File: src/rtl/ex_stage_pkg.sv
// Shared definitions for the execute stage: ALU operation encoding used by both
// ALU control and EX, plus datapath constants and small helpers.
package ex_stage_pkg;

   localparam int DW  = 32;
   localparam int SHW = 5;

   typedef enum logic [3:0] {
      ALU_ADD  = 4'd0,
      ALU_ADDU = 4'd1,
      ALU_SUB  = 4'd2,
      ALU_SUBU = 4'd3,
      ALU_AND  = 4'd4,
      ALU_OR   = 4'd5,
      ALU_XOR  = 4'd6,
      ALU_NOR  = 4'd7,
      ALU_SLL  = 4'd8,
      ALU_SRL  = 4'd9,
      ALU_SRA  = 4'd10,
      ALU_SLT  = 4'd11,
      ALU_SLTU = 4'd12
   } alu_op_e;

   // Signed overflow of a two's-complement add/sub, judged on the sign bits only.
   function automatic logic add_ovf(input logic a_msb, input logic b_msb, input logic r_msb);
      return (a_msb == b_msb) && (r_msb != a_msb);
   endfunction

   function automatic logic sub_ovf(input logic a_msb, input logic b_msb, input logic r_msb);
      return (a_msb != b_msb) && (r_msb != a_msb);
   endfunction

endpackage

File: src/rtl/ex_stage_alu_core.sv
// Purely combinational ALU: (a, b, shift amount, op) -> (result, signed overflow).
module ex_stage_alu_core
   import ex_stage_pkg::*;
#(
   parameter int DW = 32
) (
   input  logic [DW-1:0]  a_i,
   input  logic [DW-1:0]  b_i,
   input  logic [SHW-1:0] s_i,
   input  logic [3:0]     aluc_i,
   output logic [DW-1:0]  result_o,
   output logic           ovf_o
);

   logic [DW-1:0] sum;
   logic [DW-1:0] diff;
   logic          slt_s;
   logic          slt_u;

   assign sum   = a_i + b_i;
   assign diff  = a_i - b_i;
   assign slt_s = $signed(a_i) < $signed(b_i);
   assign slt_u = a_i < b_i;

   // Operation select; unknown codes yield zero so a bad decode cannot leak operands.
   always_comb begin
      result_o = {DW{1'b0}};
      ovf_o    = 1'b0;
      case (aluc_i)
         ALU_ADD: begin
            result_o = sum;
            ovf_o    = add_ovf(a_i[DW-1], b_i[DW-1], sum[DW-1]);
         end
         ALU_ADDU: result_o = sum;
         ALU_SUB: begin
            result_o = diff;
            ovf_o    = sub_ovf(a_i[DW-1], b_i[DW-1], diff[DW-1]);
         end
         ALU_SUBU: result_o = diff;
         ALU_AND:  result_o = a_i & b_i;
         ALU_OR:   result_o = a_i | b_i;
         ALU_XOR:  result_o = a_i ^ b_i;
         ALU_NOR:  result_o = ~(a_i | b_i);
         ALU_SLL:  result_o = b_i << s_i;
         ALU_SRL:  result_o = b_i >> s_i;
         ALU_SRA:  result_o = DW'($signed(b_i) >>> s_i);
         ALU_SLT:  result_o = {{(DW-1){1'b0}}, slt_s};
         ALU_SLTU: result_o = {{(DW-1){1'b0}}, slt_u};
         default: begin
            result_o = {DW{1'b0}};
            ovf_o    = 1'b0;
         end
      endcase
   end

endmodule

File: src/rtl/ex_stage.sv
// Execute stage: valid/ready handshake, flush and the EX/MEM output register
// around the combinational ALU core.
module ex_stage
   import ex_stage_pkg::*;
#(
   parameter int DW = 32
) (
   input  logic            clk,
   input  logic            rst_n,
   input  logic            flush,
   input  logic            in_valid,
   output logic            in_ready,
   input  logic [3:0]      in_aluc,
   input  logic [DW-1:0]   in_a,
   input  logic [DW-1:0]   in_b,
   input  logic [SHW-1:0]  in_shamt,
   input  logic            in_use_shamt,
   input  logic            in_wreg,
   input  logic [4:0]      in_rd,
   output logic            out_valid,
   input  logic            out_ready,
   output logic [DW-1:0]   out_result,
   output logic            out_zero,
   output logic            out_ovf,
   output logic            out_wreg,
   output logic [4:0]      out_rd
);

   logic [SHW-1:0] shift_amt;
   logic [DW-1:0]  alu_result;
   logic           alu_ovf;
   logic           accept;
   logic           xfer_out;

   logic           valid_q,  valid_d;
   logic [DW-1:0]  result_q, result_d;
   logic           zero_q,   zero_d;
   logic           ovf_q,    ovf_d;
   logic           wreg_q,   wreg_d;
   logic [4:0]     rd_q,     rd_d;

   assign shift_amt = in_use_shamt ? in_shamt : in_a[SHW-1:0];

   ex_stage_alu_core #(.DW(DW)) u_alu (
      .a_i      (in_a),
      .b_i      (in_b),
      .s_i      (shift_amt),
      .aluc_i   (in_aluc),
      .result_o (alu_result),
      .ovf_o    (alu_ovf)
   );

   // An empty register or one draining this cycle can take a new instruction.
   assign in_ready = !valid_q || out_ready;
   assign accept   = in_valid && in_ready;
   assign xfer_out = valid_q && out_ready;

   // EX/MEM next state: flush beats accept beats drain; otherwise stall.
   always_comb begin
      valid_d  = valid_q;
      result_d = result_q;
      zero_d   = zero_q;
      ovf_d    = ovf_q;
      wreg_d   = wreg_q;
      rd_d     = rd_q;
      if (flush) begin
         valid_d = 1'b0;
         wreg_d  = 1'b0;
      end else if (accept) begin
         valid_d  = 1'b1;
         result_d = alu_result;
         zero_d   = (alu_result == {DW{1'b0}});
         ovf_d    = alu_ovf;
         // An overflowing ADD/SUB must not write back.
         wreg_d   = in_wreg && !alu_ovf;
         rd_d     = in_rd;
      end else if (xfer_out) begin
         valid_d = 1'b0;
      end else begin
         valid_d = valid_q;
      end
   end

   // EX/MEM register; reset drops any held instruction immediately.
   always_ff @(posedge clk or negedge rst_n) begin
      if (!rst_n) begin
         valid_q  <= 1'b0;
         result_q <= {DW{1'b0}};
         zero_q   <= 1'b0;
         ovf_q    <= 1'b0;
         wreg_q   <= 1'b0;
         rd_q     <= 5'd0;
      end else begin
         valid_q  <= valid_d;
         result_q <= result_d;
         zero_q   <= zero_d;
         ovf_q    <= ovf_d;
         wreg_q   <= wreg_d;
         rd_q     <= rd_d;
      end
   end

   assign out_valid  = valid_q;
   assign out_result = result_q;
   assign out_zero   = zero_q;
   assign out_ovf    = ovf_q;
   assign out_wreg   = wreg_q;
   assign out_rd     = rd_q;

endmodule
File: config.mk
export PLATFORM = sky130hd
export DESIGN_NAME = ex_stage
export DESIGN_NICKNAME = d
export VERILOG_FILES = /design/src/rtl/ex_stage_pkg.sv /design/src/rtl/ex_stage_alu_core.sv /design/src/rtl/ex_stage.sv
export SDC_FILE = /design/constraint.sdc
export NUM_CORES = 1
export LEC_CHECK = 0
export BUFFER_PORTS_ARGS = -buffer_cell sky130_fd_sc_hd__buf_2
export CORE_ASPECT_RATIO = 1.2
export CORE_MARGIN = 2
export CORE_UTILIZATION = 40
export DETAILED_ROUTE_END_ITERATION = 10
export PLACE_DENSITY_LB_ADDON = 0.1
export SYNTH_ARGS = -nofsm -noshare
export SYNTH_HDL_FRONTEND = slang
export SYNTH_SLANG_ARGS = --single-unit
export TNS_END_PERCENT = 20
File: constraint.sdc
create_clock -name clk -period 2.6 [get_ports clk]
set_input_delay 0.52 -clock clk [delete_from_list [all_inputs] [get_ports clk]]
set_output_delay 0.52 -clock clk [all_outputs]
set_load 0.05 [all_outputs]
; Word level (Yosys, flattened, before mapping)
; Cells that the tools add are included.
[totals]
in_bits = 85
out_inout_bits = 42
wordCells = 57
regBits = 41
[classes]
n_lt_le_gt_ge = 2
n_reduce_logical = 15
bitwise = 5
muxes = 8
n_addsub = 2
shifts = 3
eq_ne = 16
[op_table]
columns = operator, n
row1 = $pmux 32 s11, 1
row2 = $lt 32x32->1, 2
row3 = $add 32x32->32, 1
row4 = $and 32x32->32, 1
row5 = $logic_not 32->1, 1
row6 = $not 32->32, 1
row7 = $or 32x32->32, 1
row8 = $shl 32x5->32, 1
row9 = $shr 32x5->32, 1
row10 = $sshr 32x5->32, 1
row11 = $sub 32x32->32, 1
row12 = $xor 32x32->32, 1
row13 = $eq 4x4->1 const B, 5
row14 = $eq 4x3->1 const B, 4
row15 = $eq 4x2->1 const B, 2
row16 = $logic_and 1x1->1, 5
row17 = $mux 1, 5
row18 = $mux 5, 1
row19 = $eq 4x1->1 const B, 1
row20 = $logic_not 4->1, 1
row21 = $reduce_or 2->1, 2
row22 = $ne 1x1->1, 3
row23 = $reduce_bool 3->1, 1
row24 = $logic_not 1->1, 2
row25 = other kinds (6), 6

; Depth between registers and ports, before layout
; Gate-level depths: netlist of run 1.
[depth]
word_depth = 8
ltp_mapped = 16
depth_no_buf = 15

; Modules after synthesis
; From an unflattened synthesis of run 1, not the netlist that was laid out.
[hier_totals]
hier_cells = 1410
hier_area_um2 = 10309.9
[by_module_without_submodules]
columns = mod, n_inst, area_each_um2, cells_per_inst, seq_area_each_um2
row1 = ex_stage_alu_core, 1, 8607.0, 1302, 0.0
row2 = ex_stage, 1, 1702.9, 108, 1026.0

; Least setup slack after synthesis of run 1
; Ideal clock, no wire load.
[synth_timing]
path_kind = input-to-reg
startpoint = input port in_b[16]
endpoint = register zero_q, in the netlist out_zero
path_slack_ns = -1.095
setup_time_ns = 0.068
required_ns = 2.532
path_stages = 14
t_arrival_ns = 3.627
n_path_buf = 2
cell_sequence = clkbuf_1 inv_1 ha_1 clkbuf_1 and3_1 nand2_1 a2111oi_0 o21bai_1 a21boi_0 nor4_1 or3b_2 nor4_1 and4_1 a32o_1
[synth_between]
elab_chain_len = 4
elab_cells_between_ends = 13
classes_between = add/sub: 2 / order compare: 2 / shift: 3 / mux: 1 / bitwise: 4 / reduce/logical: 1
[synth_rtl]
columns = element, line_no
row1 = start: declaration, ex_stage.sv:15  ; input logic [DW-1:0] in_b,
row2 = branches (longest 2 deep; another with $sub 32x32->32), -
row3 = $pmux 32 s11 (*), ex_stage_alu_core.sv:29  ; case (aluc_i)
row4 = $logic_not 32->1 (*), ex_stage.sv:72  ; zero_d = (alu_result == {DW{1'b0}});
row5 = end signal: assignment, ex_stage.sv:96  ; zero_q <= zero_d;
row6 = end: declaration, ex_stage.sv:37  ; logic zero_q, zero_d;
; Every way passes the cells marked *.
; A chain may end at the register's enable or synchronous reset.

; Final worst setup path of run 1
[layout_timing]
startpoint = input port in_a[0]
endpoint = register zero_q, in the netlist out_zero
[layout_between]
elab_chain_len = 4
elab_cells_between_ends = 14
classes_between = add/sub: 2 / order compare: 2 / shift: 3 / mux: 2 / bitwise: 4 / reduce/logical: 1
[layout_rtl]
columns = element, line_no
row1 = start: declaration, ex_stage.sv:14  ; input logic [DW-1:0] in_a,
row2 = branches (longest 2 deep; another with $sub 32x32->32), -
row3 = $pmux 32 s11 (*), ex_stage_alu_core.sv:29
row4 = $logic_not 32->1 (*), ex_stage.sv:72
; Marked as above.

==> metrics.md, run 1 <==
| Metric | Value |
|---|---|
| Root Buffer | clkbuf_16 |
| Clock transition at the registers of the reported paths | 60 ps |
| Initial antenna violation count | 1 |
| Max Cap Viol | 0 |
| Pins Over Slew Limit | 0 |
| Clock skew | 2.02 ps |
| Die X | 159 µm |
| Synth async-reset ratio | 100% |
| Worst setup SP type | input port |
| Peak VDD IR | 0.000481 V |
| Seq cells post-synth | 41 |
| Share of cells above drive strength 1 | 49.2% |
| H-tree levels | 2 |
| Worst EP required | 2820 ps |
| WL/cell | 26.3 µm |
| Worst hold-check path type | in2async |
| Largest net degree at the start of global routing | 45 |
| Clock latency at the later pin of the worst-skew pair | 280 ps |
| Clock sink count | 41 |
| Non-filler instance count after layout | 2,674 |
| Top_reg_cell synth | dfrtp_1 |
| Core Rows | 68 |
| Reg2reg setup slack | 170 ps |
| First-pass GRT wire length | 102 mm |
| Fin nets | 2,475 |
| Worst r2r src | out_valid |
| Final wirelength | 70.4 mm |
| Post-synthesis instance area | 11,500 µm² |
| Register share of total power | 12.1% |
| Final WS setup | -1130 ps |
| Status | finished with violations |
| RSZ-0062 raised after global routing | true |
| Initial drt markers | 2,151 |
| Finished Core Util | 67.7% |
| Layout area overhead | 67.8% |
| PwrDens | 355 nW/µm² |
| Inserted Diodes | 0 |
| Full die area | 30,200 µm² |
| Arrival @ worst endpoint | 3950 ps |
| Vias in the first global route | 16,318 |
| Leakage | 8.90 nW |
| FF-to-FF End | out_zero |
| Net Sw Frac | 48.7% |
| Reg2Reg Depth | 10 |
| Period minus WS final | 3730 ps |
| Initial core utilization | 40.4% |
| Distinct cells, synth | 82 |
| Inst Count DP | 2,627 |
| Ports | 127 |
| Highest clock rate | 268 MHz |
| Failing checks | negative setup slack |
| PortBufs | 126 |
| 1st-pass router iterations | 6 |
| Number of enable flip-flop cells after synthesis | 0 |
| Setup WS pre-CTS | -2060 ps |
| Routed Antenna Nets | 0 |
| Switch Pwr | 0.00335 W |
| DRC | 0 |
| Worst setup path category | in2reg |
| Power share of the combinational group | 79.5% |
| GPL Wtd Cong | 1.08 |
| Core area | 28,600 µm² |
| Worst slew margin | 47.9% |
| Avg Vias per Cell | 6.28 |
| CP Capture Type | register |
| Clk buf depth | 2 |
| Die Ht | 190 µm |
| Total internal power | 0.00352 W |
| GRT overflow | 0 |
| Ys Warns | 0 |
| Hold_buf cts | 0 |
| Hpwl dp | 57.6 mm |
| Clock power frac | 8.4% |
| Syn_area_per_cell | 7.38 µm² |
| CTS Buf Count | 5 |
| Worst Tran Pin Value | 769 ps |
| GRT Total Usage | 44.8% |
| Net Count, Synth | 1,751 |
| Tcrit/Tclk final | 143% |
| Sequential area share after synthesis | 8.89% |
| Final hold viol count | 0 |
| Mapped Cells | 1,564 |
| Crit path max fanout | 6 |
| Final setup TNS | -18,550 ps |
| Final setup violation count | 35 |
| CTS tree | done |
| Via Count | 16,793 |
worst max-delay path, cell delays in order:
cell and delay (ps):
buf_6 100, buf_6 120, mux2i_4 160, buf_12 150, buf_12 110, buf_16 120
mux2i_4 240, nand2_1 70, a32o_2 270, or4_4 550, a221oi_2 180, buf_4 170
nor4bb_4 320, nand4_1 180, nor4_4 310, and4_1 240, a32o_1 150
cell usage after synthesis, types with 6 or more instances:
library cell	count	area [µm²]
a2111oi_0	7	61.3
a211o_1	7	61.3
a211oi_1	38	285
a21boi_0	7	52.6
a21o_1	15	113
a21oi_1	128	641
a221oi_1	11	96.3
a22oi_1	9	67.6
a311oi_1	6	52.6
a31oi_1	31	194
and2_1	8	50.1
and3_1	8	50.1
buf_1	18	67.6
buf_2	17	85.1
buf_4	7	52.6
buf_6	7	78.8
clkbuf_1	73	274
dfrtp_1	41	1030
ha_1	100	1250
inv_1	99	372
mux2_2	23	259
mux2i_1	73	731
mux4_2	50	1130
nand2_1	139	522
nand2b_1	17	106
nand3_1	33	165
nand4_1	12	75.1
nor2_1	164	616
nor2b_1	9	56.3
nor3_1	33	165
nor4_1	18	113
nor4b_1	6	52.6
o2111ai_1	11	96.3
o211ai_1	41	308
o21a_1	10	75.1
o21ai_0	101	505
o21bai_1	9	67.6
o221ai_1	13	114
o22ai_1	20	125
o311ai_0	6	52.6
o31ai_1	12	90.1
or2_2	9	56.3
or3_1	7	43.8
xnor2_1	25	219
cell usage in the layout, fill, tap and decap left out, drive strengths merged, types with 13 or more instances in the layout:
master / netlist / layout
mux2: 26 / 26
a21o: 15 / 15
inv: 100 / 100
o221ai: 13 / 13
nor4: 18 / 18
o211ai: 41 / 41
o21ai: 101 / 101
buf: 49 / 836
mux2i: 76 / 76
a21oi: 128 / 128
ha: 100 / 100
dfrtp: 41 / 41
xnor2: 25 / 25
o22ai: 20 / 20
a31oi: 31 / 31
nand2b: 17 / 17
nor2: 164 / 164
nor3: 33 / 33
nand2: 139 / 139
nand3: 33 / 33
a211oi: 38 / 38
mux4: 50 / 50
through the flow:
| stage | instance area, µm² | hold WS, ps | total power, W |
|---|---|---|---|
| floorplan | 11800 | 224 | 0.00323 |
| global placement | 17500 | 476 | 0.00555 |
| detailed placement | 17500 | 492 | 0.00559 |
| CTS | 18900 | 247 | 0.00656 |
| global route | 19400 | 270 | 0.00711 |
| finish | 19400 | 233 | 0.00687 |
cell families (layout without fill, tap and decap cells):
group                    Yosys count  count (layout)  share of synthesized area, %
AO/OA/AOI/OAI                    532             532                          30.8
XOR/XNOR                          25              25                          1.90
adder cells (fa/ha/maj)          102             102                          11.2
buffers and inverters            225             950                          8.19
flip-flops                        41              41                          8.89
multiplexers                     152             152                          19.3
AND/OR/NAND/NOR                  487             487                          19.7
area by class of cell:
class                   count  area [µm²]
well taps                 385         482
clock buffers               6         129
multi-input cells        1298       10800
fillers                  2453        9230
clock inverters             2        10.0
inverters                 103         409
flip-flops and latches     41        1030
repair buffers            839        6510
repair_timing:
action                     CTS  global route
gates cloned                 2             0
pin swaps                   56            48
setup endpoints to repair   35            35
setup buffers               32            16
gates resized for setup    219            87
power by group through the flow:
| stage | clock (W) | sequential [W] | combinational [W] |
|---|---|---|---|
| floorplan | 0 | 0.00129 | 0.00194 |
| global placement | 0 | 0.000829 | 0.00472 |
| detailed placement | 0 | 0.000838 | 0.00475 |
| CTS | 0.000588 | 0.000829 | 0.00515 |
| global route | 0.000617 | 0.000843 | 0.00566 |
| finish | 0.000579 | 0.000830 | 0.00546 |
how the worst max path moves through the flow:
stage,start,end,slack (ps),cells after the start
after floorplan,in_use_shamt,out_zero,-910,13
after global placement,in_use_shamt,out_zero,-1960,15
after detailed placement,in_use_shamt,out_zero,-2060,15
after CTS,in_a[0],out_zero,-1070,18
after global routing,in_a[0],out_zero,-1290,19
final,in_a[0],out_zero,-1130,17
per-layer routing:
metal,up-vias,track usage (%),part of all wire (%)
met3,354,6.30,8.2
met1,7933,50.2,35
li1,7362,-,-
met5,-,0,0.017
met4,2,35.5,9.9
met2,1142,76.7,46
sequential cells by signal, summed over array words and instances (netlist names):
| signal | cells |
|---|---|
| out_zero | 1 |
| out_ovf | 1 |
| out_result | 32 |
| out_valid | 1 |
| out_rd | 5 |
| out_wreg | 1 |
Note: power is estimated with default switching activity, not from simulation.
==> inputs of run 2 (changes only) <==
- CORE_ASPECT_RATIO: 1.2 -> 0.5
- CTS_CLUSTER_SIZE: not set -> 12
==> metrics.md, run 2 (synthesized netlist as in run 1, its figures left out) <==
| Metric | Value |
|---|---|
| Die Ht | 124 µm (-35%) |
| Period minus WS final | 3920 ps (+195 ps) |
| WL met1 | 29.5 mm (+18%) |
| DRC | 0 (unchanged) |
| Clock transition at the registers of the reported paths | 60 ps (about the same) |
| H-tree levels | 2 (unchanged) |
| Overall Power | 0.00714 W (+3.9%) |
| Routed length on met2 | 30.0 mm (-8.1%) |
| Final WS setup | -1320 ps (-195 ps) |
| Core area | 28,000 µm² (-1.9%) |
| Initial antenna violation count | 3 (+2) |
| Final hold viol count | 0 (unchanged) |
| Tcrit/Tclk final | 151% (+7.5 points) |
| Clock sink count | 41 (unchanged) |
| GPL Wtd Cong | 1.11 (+2.4%) |
| Critical path cell sequence | buf_8 > buf_6 > ha_4 > inv_2 > fa_2 > nand3b_1 > nand2_1 > nand4_1 > buf_6 > buf_6 > a2111oi_4 > buf_4 > o21bai_1 > a31oi_1 > mux2i_1 > nand4b_1 > nor4_4 > buf_4 > and4_1 > a32o_1 |
| Met3 routed WL | 11.2 mm (+93%) |
| Worst Tran Pin Value | 873 ps (+104 ps) |
| Full die area | 30,300 µm² (+0.25%) |
| Highest clock rate | 255 MHz (-5.0%) |
| Hpwl dp | 59.1 mm (+2.6%) |
| Worst slew margin | 41.0% (-6.9 points) |
| Die X | 244 µm (+54%) |
| Clock power frac | 8.7% (+0.3 points) |
| Crit path max fanout | 4 (-2) |
| Clk buf depth | 2 (unchanged) |
| Clock latency at the later pin of the worst-skew pair | 290 ps (about the same) |
| Root Buffer | clkbuf_16 |
| Max reg flops | 32 (unchanged) |
| CTS tree | done |
| Final setup violation count | 35 (unchanged) |
| Final wirelength | 74.8 mm (+6.3%) |
| Most common cell after layout, fill and taps aside | buf_4 |
| Core Rows | 43 (-37%) |
| Switch Pwr | 0.00356 W (+6.3%) |
| Worst setup path category | in2reg |
| GRT overflow | 0 (unchanged) |
| GRT Total Usage | 46.5% (+1.7 points) |
| Worst hold-check path type | in2async |
| Final setup TNS | -21,220 ps (-2680 ps) |
| Worst EP required | 2830 ps (about the same) |
| Failing checks | negative setup slack |
| Max Cap Viol | 0 (unchanged) |
| Share of cells above drive strength 1 | 51.2% (+1.9 points) |
| Inst Count DP | 2,647 (+0.76%) |
| Register share of total power | 11.7% (-0.4 points) |
| Ports | 127 (unchanged) |
| PortBufs | 126 (unchanged) |
| 1st-pass router iterations | 7 (+1) |
| Arrival @ worst endpoint | 4150 ps (+200 ps) |
| RSZ-0062 raised after global routing | true |
| Status | finished with violations |
| Vias in the first global route | 16,529 (+1.3%) |
| WL/cell | 27.5 µm (+4.6%) |
| Worst setup SP type | input port |
| Total internal power | 0.00358 W (+1.7%) |
| Initial core utilization | 41.2% (+0.80 points) |
| Max layer used | met5 |
| Non-filler instance count after layout | 2,718 (+1.6%) |
| Clock skew | 7.46 ps (+5.44 ps) |
| Pins Over Slew Limit | 0 (unchanged) |
| Initial drt markers | 2,473 (+15%) |
| Routed Antenna Nets | 0 (unchanged) |
| PwrDens | 360 nW/µm² (+1.5%) |
| CTS Buf Count | 5 (unchanged) |
| Largest net degree at the start of global routing | 45 (unchanged) |
| First-pass GRT wire length | 105 mm (+3.0%) |
| Avg Vias per Cell | 6.58 (+4.7%) |
| Leakage | 9.13 nW (+2.6%) |
| Layout area overhead | 71.8% |
| Peak VDD IR | 0.000530 V (+10%) |
| Cell repeated most along the worst path | buf_6 |
| Net Sw Frac | 49.9% (+1.1 points) |
| Via Count | 17,871 (+6.4%) |
| Max incr delay on CP | 370 ps (-180 ps) |
| Power share of the combinational group | 79.7% (+0.2 points) |
| CP Capture Type | register |
| Hold slack | 334 ps (+101 ps) |
| Fin nets | 2,520 (+1.8%) |
| Slowest-stage cell, CP | fa_2 |
| Most frequent cells in the layout | buf_4, nor2_1, nand2_1 |
## run 2: cell type report
| type | count | area [µm²] |
|---|---|---|
| fill | 2242 | 8200 |
| timing repair buffer | 884 | 6750 |
| tap | 382 | 478 |
| clock buffer | 5 | 125 |
| multi-input combinational | 1298 | 11000 |
| clock inverter | 3 | 25.0 |
| sequential | 41 | 1030 |
| inverter | 103 | 444 |
| antenna | 2 | 5.00 |
## run 2: per-stage QoR
| stage | worst slack, ps | utilization (%) | instance area (µm²) |
|---|---|---|---|
| final | -1320 | 70.7 | 19800 |
| after global routing | -1460 | 70.7 | 19800 |
| after CTS | -1220 | 68.1 | 19100 |
| after detailed placement | -2100 | 63.0 | 17700 |
| after global placement | -2130 | 63.0 | 17700 |
| after floorplan | -908 | - | 11800 |
## run 2: worst max-delay path: cells and delay by family
kind / cells / cell delay [ps]
buf+inv: 7 / 900
simple gates: 6 / 1140
compound gates: 4 / 800
mux: 1 / 280
fa+ha+maj: 2 / 500
## run 2: power groups by stage
stage | Clock (W) | Sequential (W) | Combinational, W
final | 0.000620 | 0.000832 | 0.00569
after global routing | 0.000646 | 0.000847 | 0.00584
after CTS | 0.000622 | 0.000833 | 0.00519
after detailed placement | 0 | 0.000842 | 0.00480
after global placement | 0 | 0.000830 | 0.00473
after floorplan | 0 | 0.00129 | 0.00194
## run 2: what timing repair did
| action | in CTS | in global routing |
|---|---|---|
| pin swaps | 55 | 63 |
| hold endpoints to repair | 0 | 0 |
| gates cloned | 1 | 0 |
| hold buffers | 0 | 0 |
| gates resized for setup | 209 | 146 |
| setup endpoints to repair | 35 | 35 |
| setup buffers | 46 | 25 |
## run 2: path summary, 6_finish.rpt
kind | startpoint | to | slack (ps) | depth (start not counted)
hold reg to reg | out_result[25] | out_result[25] | 500 | 1
max in group asynchronous | rst_n | out_valid | 1710 | 1
min in group clk | in_rd[0] | out_rd[0] | 470 | 2
hold / removal | rst_n | out_result[7] | 330 | 1
setup reg to reg | out_valid | out_zero | 20 | 10
setup / recovery | in_a[0] | out_zero | -1320 | 20
## run 2: layer usage
metal,vias to the layer above,GRT usage (%)
met2,1628,69.4
met4,2,19.1
met3,349,14.0
met1,8460,62.3
met5,-,3.10
li1,7432,-
